--- config.mk ---
export PLATFORM = sky130hd
export DESIGN_NAME = if_stage
export DESIGN_NICKNAME = d
export VERILOG_FILES = /design/src/rtl/if_stage.sv
export SDC_FILE = /design/constraint.sdc
export NUM_CORES = 1
export LEC_CHECK = 0
export ABC_CLOCK_PERIOD_IN_PS = 3250
export CAP_MARGIN = 5
export CORE_MARGIN = 2
export CORE_UTILIZATION = 45
export CTS_CLUSTER_DIAMETER = 40
export CTS_CLUSTER_SIZE = 28
export DETAILED_ROUTE_END_ITERATION = 8
export DONT_BUFFER_PORTS = 1
export GPL_TIMING_DRIVEN = 0
export PLACE_DENSITY = 0.66
export SLEW_MARGIN = 20
export SYNTH_ARGS = -nofsm -noshare
export SYNTH_HDL_FRONTEND = slang
export SYNTH_SLANG_ARGS = --single-unit
--- constraint.sdc ---
create_clock -name clk_i -period 3.25 [get_ports clk_i]
set_input_delay 0.4875 -clock clk_i [delete_from_list [all_inputs] [get_ports clk_i]]
set_output_delay 0.4875 -clock clk_i [all_outputs]
set_load 0.02 [all_outputs]
--- src/rtl/if_stage.sv ---
// Instruction-fetch stage: program counter plus IF/ID pipeline register.
// Optional stall/flush performance counters are built when IF_PERF_CNT_EN is defined.
module if_stage #(
  parameter logic [31:0] PC_RESET = 32'h0000_0000,
  parameter logic [31:0] PC_STEP  = 32'd4
) (
  input  logic        clk_i,
  input  logic        rst_i,
  input  logic        stall_i,
  input  logic        flush_i,
  input  logic [31:0] branch_target_i,
  input  logic [31:0] instr_i,
  output logic [31:0] pc_o,
  output logic [31:0] ifid_pc4_o,
  output logic [31:0] ifid_instr_o,
  output logic        ifid_valid_o,
  output logic [15:0] stall_cnt_o,
  output logic [15:0] flush_cnt_o
);

  typedef enum logic [1:0] {
    BOOT  = 2'b00,
    RUN   = 2'b01,
    STALL = 2'b10
  } state_t;

  state_t      r_state;
  state_t      w_state_nxt;
  logic        w_take_flush;
  logic        w_take_stall;
  logic        w_advance;
  logic [31:0] w_pc_seq;
  logic [31:0] w_pc_redirect;

  logic [31:0] r_pc;
  logic [31:0] r_ifid_pc4;
  logic [31:0] r_ifid_instr;
  logic        r_ifid_valid;

  assign w_pc_seq      = r_pc + PC_STEP;
  assign w_pc_redirect = {branch_target_i[31:2], 2'b00};

  always_ff @(posedge clk_i or posedge rst_i) begin
    if (rst_i) r_state <= BOOT;
    else       r_state <= w_state_nxt;
  end

  always_comb begin
    w_state_nxt = r_state;
    unique case (r_state)
      BOOT:       w_state_nxt = RUN;
      RUN, STALL: w_state_nxt = (!flush_i && stall_i) ? STALL : RUN;
      default:    w_state_nxt = BOOT;
    endcase
  end

  // BOOT ignores both hazard inputs; flush outranks stall everywhere else.
  always_comb begin
    w_take_flush = 1'b0;
    w_take_stall = 1'b0;
    w_advance    = 1'b0;
    if (r_state == RUN || r_state == STALL) begin
      w_take_flush = flush_i;
      w_take_stall = !flush_i && stall_i;
      w_advance    = !flush_i && !stall_i;
    end
  end

  always_ff @(posedge clk_i or posedge rst_i) begin
    if (rst_i) begin
      r_pc         <= PC_RESET;
      r_ifid_pc4   <= '0;
      r_ifid_instr <= '0;
      r_ifid_valid <= 1'b0;
    end else if (w_take_flush) begin
      r_pc         <= w_pc_redirect;
      r_ifid_pc4   <= '0;
      r_ifid_instr <= '0;
      r_ifid_valid <= 1'b0;
    end else if (w_advance) begin
      r_pc         <= w_pc_seq;
      r_ifid_pc4   <= w_pc_seq;
      r_ifid_instr <= instr_i;
      r_ifid_valid <= 1'b1;
    end
  end

  assign pc_o         = r_pc;
  assign ifid_pc4_o   = r_ifid_pc4;
  assign ifid_instr_o = r_ifid_instr;
  assign ifid_valid_o = r_ifid_valid;

`ifdef IF_PERF_CNT_EN
  logic [15:0] r_stall_cnt;
  logic [15:0] r_flush_cnt;

  always_ff @(posedge clk_i or posedge rst_i) begin
    if (rst_i) begin
      r_stall_cnt <= '0;
      r_flush_cnt <= '0;
    end else begin
      if (w_take_stall && r_stall_cnt != '1) r_stall_cnt <= r_stall_cnt + 16'd1;
      if (w_take_flush && r_flush_cnt != '1) r_flush_cnt <= r_flush_cnt + 16'd1;
    end
  end

  assign stall_cnt_o = r_stall_cnt;
  assign flush_cnt_o = r_flush_cnt;
`else
  logic w_unused;
  assign w_unused    = w_take_stall;
  assign stall_cnt_o = '0;
  assign flush_cnt_o = '0;
`endif

endmodule

==> results.sh, run 1 <==
export IMPL_worst_r2r_endpoint="pc_o[28]"
export IMPL_share_seq_of_total_power=0.512
export IMPL_path_max_fanout=8
export IMPL_timing_hold_worst_class="input port to asynchronous set/reset pin"
export IMPL_leakage_nw=2.48
export IMPL_dr_pass1_iters=5
export IMPL_design_portCount=197
export IMPL_outcome="complete, but fails checks"
export IMPL_antenna_found_initial=1
export IMPL_cts_resized_gates=0
export IMPL_cts_reportedPaths_clkPinSlew_ps=100
export IMPL_synth_area_sq_mm=0.00501
export IMPL_dp_final_hpwl_mm=10.6
export IMPL_critPathArrivalTime_ps=3090
export IMPL_cts_htree_levels=3
export IMPL_vias_per_cell=5.62
export IMPL_ys_warnings_count=0
export IMPL_clock_insertion_delay_worst_skew_ps=380
export IMPL_vias=4262
export IMPL_crit_path_end_kind="flop"
export IMPL_setup_worst_path_start_class="flop"
export IMPL_fmaxAchievable_mhz=355
export IMPL_first_global_vias=3989
export IMPL_hold_slack_ps=-15.1
export IMPL_cts_tree="done"
export IMPL_drt_iter0_markers=336
export IMPL_cts_buffers_inserted=9
export IMPL_ys_seq_elements=96
export IMPL_timing_reg2reg_setup_slack_ps=440
export IMPL_worstPathCellList="ha_1 -> and4_1 -> clkbuf_1 -> nand3_1 -> nor4_1 -> o21ai_0 -> a21o_1"
export IMPL_holdBufCountCts=0
export IMPL_wl_per_cell_um=19.0
export IMPL_netlist_top_cells_count="127 x nand2_1, 96 x dfrtp_1, 56 x o21ai_0"
export IMPL_cts_setup_buffers=0
export IMPL_r2r_start="pc_o[2]"
export IMPL_max_stage_delay_ps=610
export IMPL_drc_errors=0
export IMPL_synth_largest_area_cell="dfrtp_1"
export IMPL_nNetsFinal=685
export IMPL_seq_area_frac_synth=0.480
export IMPL_num_antenna_cells=0
export IMPL_ctsLongestPathBuffers=2
export IMPL_route_final_wire_length_mm=14.5
export IMPL_most_frequent_cell_after_synthesis="nand2_1"
export IMPL_final_period_minus_worst_setup_slack_ps=2810
export IMPL_worst_setup_path_type="flop to flop"
export IMPL_clockPowerShare=0.143
export IMPL_share_comb_of_total_power=0.345
export IMPL_count_of_flip_flops_with_a_built_in_enable_after_synthesis=0
export IMPL_period_utilisation_layout=0.866
export IMPL_design_core_area_sq_mm=0.0108
export IMPL_power_ir_vdd_worst_mv=0.433
export IMPL_die_area_sq_mm=0.0120
export IMPL_synth_ff_type="dfrtp_1"
export IMPL_rows=38
export IMPL_maxSlewViolCount=0
export IMPL_die_x_um=109
export IMPL_globalplace_congestion=0.911
export IMPL_failing_checks="negative hold slack"
export IMPL_grt_use_total=0.237
export IMPL_cells_taking_the_most_area_after_synthesis="dfrtp_1 48%, nand2_1 9.5%, o21ai_0 5.6%"
export IMPL_grt_setup_unrepaired="no"
export IMPL_clock_tree_root_cell="clkbuf_8"
export IMPL_intPower_w=0.00288
export IMPL_async_flop_share=1.00
export IMPL_powerDensity_mw_per_mm2=1070
export IMPL_post_route_cells_drive_above_1_share=0.103
export IMPL_final_hold_viol_count=4
export IMPL_skew_ps=7.31
export IMPL_util_after_layout=0.512
export IMPL_worst_relative_slew_slack=0.488
export IMPL_antenna_violating_nets_post_route=0
export IMPL_timing_reg2reg_worst_path_depth=7
export IMPL_start_util=0.462
export IMPL_io_buffers=0
export IMPL_maxCapViolCount=0
export IMPL_report_final_setup_viol=0
export IMPL_cp_required_ps=3520
export IMPL_areaGrowthSynthToFinish_pct=10.8
export IMPL_worst_path_max_delay_cell="dfrtp_1"
export IMPL_switching_share=0.516
export IMPL_grt_start_max_net_pins=54
export IMPL_grt_pass1_wl_mm=21.3
export IMPL_total_switching_power_w=0.00307
export IMPL_clock_sinks=96
export IMPL_gr_total_overflow=0
export IMPL_synth_area_per_cell_sq_um=8.80
export IMPL_post_synth_inst_count=569
export IMPL_die_height_um=109
export IMPL_synth_top_area_share=0.480
export IMPL_number_of_different_library_cells_in_the_post_synthesis_netlist=52
export IMPL_slew_at_the_pin_with_the_worst_max_slew_slack_ps=761
worst max-delay path, delay by kind of cell (launching register included):
kind,cells,cell delay (ps)
AND/OR/NAND/NOR,3,1040
flip-flops,1,610
AO/OA/AOI/OAI,2,370
buffers and inverters,1,360
adder cells (fa/ha/maj),1,340
kinds of logic (layout without fill, tap and decap cells):
group                      count (synthesis)  in the layout  share of synthesized area
AOI/OAI and AO/OA                        140            140                      0.171
adders and majority gates                  3              3                    0.00750
DFF                                       96             96                      0.480
muxes                                      4              4                    0.00800
other                                      1             34                   0.000749
xor gates and xnor gates                  26             26                     0.0455
buffers and inverters                     85            102                     0.0912
and+or+nand+nor                          214            214                      0.196
metrics by stage:
stage	instances	TNS (ps)	instance area (sq um)	worst slack, ps	total power, W
after floorplan	602	0	5130	257	0.00442
after global placement	742	-75230	5310	-789	0.00503
after detailed placement	743	0	5330	495	0.00512
after CTS	759	0	5550	472	0.00598
after global routing	759	0	5550	308	0.00635
final	759	0	5550	437	0.00596
final cells by class:
cell class,count,area (sq um)
timing repair buffer,1,20.0
buffer,77,427
fill,1071,5300
multi-input combinational,421,2270
sequential,96,2400
tap,140,175
inverter,8,35.0
clock buffer,11,151
clock inverter,5,63.8
cell usage in the layout, fill, tap and decap left out, types with 5 or more instances in the layout:
master and n:
a22oi_1 8, and3_1 5, o22ai_1 14, o21ai_0 56, conb_1 34, buf_4 36, dfrtp_1 96, xnor2_1 10
clkbuf_1 36, nand3_1 16, nor2_1 24, a21oi_1 25, xor2_1 16, inv_1 7, clkbuf_8 11, a2bb2oi_1 7
nand2_1 127, o31ai_1 15, nand4_1 7, nor4_1 5
worst max path at each step:
| stage | start | to | slack [ps] | depth (start not counted) |
|---|---|---|---|---|
| floorplan | rst_i | ifid_instr_o[0] | 260 | 1 |
| global placement | rst_i | ifid_pc4_o[22] | -790 | 1 |
| detailed placement | pc_o[2] | pc_o[28] | 500 | 7 |
| CTS | pc_o[2] | pc_o[28] | 470 | 7 |
| global route | pc_o[2] | ifid_pc4_o[30] | 310 | 7 |
| finish | pc_o[2] | pc_o[28] | 440 | 7 |
flip-flops by register name (all words and copies together), names as in the netlist:
| register | count |
|---|---|
| ifid_valid_o | 1 |
| r_state | 2 |
| ifid_instr_o | 32 |
| ifid_pc4_o | 31 |
| pc_o | 30 |
metal layers:
metal  global-route usage  wire, um  up-vias
li1                     -         -     1986
met1                0.288      5740     2064
met2                0.390      6950      188
met3               0.0777      1470       22
met4               0.0940       281        2
met5                    0        13        -
power by group through the flow:
stage / clock [W] / combinational [W] / sequential [W]
after global routing: 0.000916 / 0.00230 / 0.00314
final: 0.000851 / 0.00206 / 0.00305
after CTS: 0.000871 / 0.00205 / 0.00305
after global placement: 0 / 0.00197 / 0.00306
after detailed placement: 0 / 0.00204 / 0.00308
after floorplan: 0 / 0.00155 / 0.00287
Power figures use the tool's default switching activity.
==> run 2, diff against run 1 <==
ABC_AREA = 1   (was default)
==> run 2 against run 1 <==
Compared with the run above: the flow now finishes without violations; synthesized area is 2.7% lower; non-clock buffer count decreased by 19; worst hold slack better by 250 ps; final area decreased by 2.4%; first-iteration DRC count decreased by 48%; setup slack improved by 860 ps; clock power fell by 5.3%.
==> results.sh, run 2 <==
export IMPL_r2r_start="pc_o[2]"
export IMPL_globalplace_congestion=0.931
export IMPL_wl_per_cell_um=16.7
export IMPL_design_portCount=197
export IMPL_slew_at_the_pin_with_the_worst_max_slew_slack_ps=655
export IMPL_gr_total_overflow=0
export IMPL_dp_final_hpwl_mm=9.67
export IMPL_synth_area_sq_mm=0.00487
export IMPL_power_ir_vdd_worst_mv=0.484
export IMPL_maxCapViolCount=0
export IMPL_multi_input_comb_area_sq_mm=0.00206
export IMPL_grt_setup_unrepaired="no"
export IMPL_antenna_found_initial=0
export IMPL_post_synth_inst_count=570
export IMPL_cp_required_ps=3520
export IMPL_cells_taking_the_most_area_after_synthesis="dfrtp_1 49%, nand2_1 12%, a22o_1 5.8%"
export IMPL_fillCellCount=1007
export IMPL_ys_seq_elements=96
export IMPL_synth_top_area_share=0.493
export IMPL_design_core_area_sq_mm=0.0104
export IMPL_dp_worst_slack_ps=1270
export IMPL_setup_worst_path_start_class="flop"
export IMPL_grt_use_total=0.228
export IMPL_synth_area_per_cell_sq_um=8.54
export IMPL_most_frequent_cell_after_synthesis="nand2_1"
export IMPL_route_final_wire_length_mm=12.7
export IMPL_cts_reportedPaths_clkPinSlew_ps=90
export IMPL_cts_htree_levels=3
export IMPL_timing_hold_worst_class="input port to flop"
export IMPL_skew_ps=8.24
export IMPL_ys_warnings_count=0
export IMPL_most_common_cell_after_layout_fill_and_taps_aside="nand2_1"
export IMPL_number_of_different_library_cells_in_the_post_synthesis_netlist=37
export IMPL_areaGrowthSynthToFinish_pct=11.2
export IMPL_path_max_fanout=7
export IMPL_synth_largest_area_cell="dfrtp_1"
export IMPL_fmaxAchievable_mhz=513
export IMPL_powerDensity_mw_per_mm2=1090
export IMPL_report_final_setup_viol=0
export IMPL_netlist_top_cells_count="159 x nand2_1, 96 x dfrtp_1, 43 x nor2_1"
export IMPL_critPathLaunch="pc_o[2]"
export IMPL_crit_path_end_kind="flop"
export IMPL_clock_tree_root_cell="clkbuf_8"
export IMPL_worst_r2r_endpoint="pc_o[20]"
export IMPL_largest_register_ff_count=32
export IMPL_final_hold_viol_count=0
export IMPL_post_route_cells_drive_above_1_share=0.153
export IMPL_synth_ff_type="dfrtp_1"
export IMPL_timing_reg2reg_setup_slack_ps=1300
export IMPL_final_period_minus_worst_setup_slack_ps=1950
export IMPL_antenna_violating_nets_post_route=0
export IMPL_outcome="finished, final reports clean"
export IMPL_drt_iter0_markers=176
export IMPL_nNetsFinal=687
export IMPL_vias=3875
export IMPL_start_util=0.468
export IMPL_cts_buffers_inserted=9
export IMPL_grt_start_max_net_pins=53
export IMPL_critPathCapture="pc_o[20]"
export IMPL_die_area_sq_mm=0.0117
export IMPL_critPathArrivalTime_ps=2220
export IMPL_cts_tree="done"
export IMPL_grt_pass1_wl_mm=20.2
export IMPL_post_route_worst_setup_slack_ps=1300
export IMPL_drc_errors=0
export IMPL_maxSlewViolCount=0
export IMPL_cts_setup_buffers=0
export IMPL_seq_area_frac_synth=0.493
export IMPL_clock_sinks=96
export IMPL_worst_setup_path_type="flop to flop"
export IMPL_ctsLongestPathBuffers=2
export IMPL_async_flop_share=1.00
export IMPL_die_height_um=108
export IMPL_vias_per_cell=5.12
export IMPL_period_utilisation_layout=0.600
export IMPL_dr_pass1_iters=4
export IMPL_timing_reg2reg_worst_path_depth=10
export IMPL_clock_insertion_delay_worst_skew_ps=370
export IMPL_count_of_flip_flops_with_a_built_in_enable_after_synthesis=0
export IMPL_leakage_nw=2.78
export IMPL_rows=37
export IMPL_num_antenna_cells=0
export IMPL_layout_area_seq_sq_mm=0.00240
export IMPL_pnr_total_power_w=0.00590
export IMPL_first_global_vias=3935
export IMPL_die_x_um=108
export IMPL_commonest_cells_after_routing_fill_and_taps_aside="159 x nand2_1, 96 x dfrtp_1, 43 x nor2_1, 38 x inv_1"
export IMPL_io_buffers=0
export IMPL_worst_relative_slew_slack=0.564
==> run 2: cell count changes in the layout (fill, tap and decap cells not counted), moves of 15 or more <==
cell      delta
nor2_1      +19
nand2_1     +32
o21ai_0     -42
inv_1       +31
o31ai_1     -15
clkbuf_1    -24
a22o_1      +30
nand3_1     +21
==> run 2: metal layers <==
metal	routed length [um]	part of all wire	track usage
met1	5060	0.40	0.267
met3	1290	0.10	0.0880
met2	6040	0.48	0.381
met5	0	0	0
met4	274	0.022	0.0842
==> run 2: metrics by stage <==
step	hold slack [ps]	instance area, sq um	setup TNS, ps	util	instances
after floorplan	533	4990	0	-	603
after global placement	547	5160	-65830	0.496	739
after detailed placement	393	5200	0	0.499	740
after CTS	209	5410	0	0.520	757
after global routing	219	5410	0	0.520	757
final	232	5410	0	0.520	757
==> run 2: kinds of logic (layout without fill, tap and decap cells) <==
group	after synthesis	in the layout	share of synthesized area
xor gates and xnor gates	3	3	0.00540
and+or+nand+nor	274	274	0.253
DFF	96	96	0.493
AOI/OAI and AO/OA	91	91	0.130
adders and majority gates	3	3	0.00771
other	1	34	0.000770
buffers and inverters	102	120	0.109
==> run 2: final cells by class <==
type,count,share of cell area
flip-flops and latches,96,0.444
clock buffers,10,0.0254
well taps,136,0.0314
inverters,45,0.0321
multi-input cells,405,0.380
repair buffers,2,0.00693
plain buffers,57,0.0670
clock inverters,6,0.0127
==> run 2: timing repair <==
action / 4_1_cts / 5_1_grt
hold endpoints to repair: 35 / 0
endpoints found under the setup margin: 0 / 0
hold buffers: 1 / 0
resized for setup: 0 / 0
==> run 2: critical path: stages, from the launching register on <==
cell,delay (ps)
dfrtp_1,590
ha_1,250
nand2_1,100
nor2_2,240
nand3_2,160
nor2_4,160
nand2_1,90
nand3_2,100
nand2_1,50
nand2_1,50
nand2_1,50
==> run 2: where the power goes <==
group / leakage, nW / switching, W / total [W] / internal [W]
clock: 0.102 / 0.000427 / 0.000806 / 0.000379
sequential: 1.20 / 0.00131 / 0.00308 / 0.00177
combinational: 1.48 / 0.00129 / 0.00202 / 0.000731
==> run 2: worst min-delay path by stage <==
stage,startpoint,endpoint,slack [ps],depth (start not counted)
3_5_place_dp,rst_i,ifid_instr_o[6],390,1
5_1_grt,instr_i[23],ifid_instr_o[23],220,1
3_3_place_gp,r_state[1],r_state[0],550,2
2_1_floorplan,r_state[1],r_state[0],530,2
6_report,stall_i,r_state[1],230,2
4_1_cts,stall_i,r_state[1],210,2
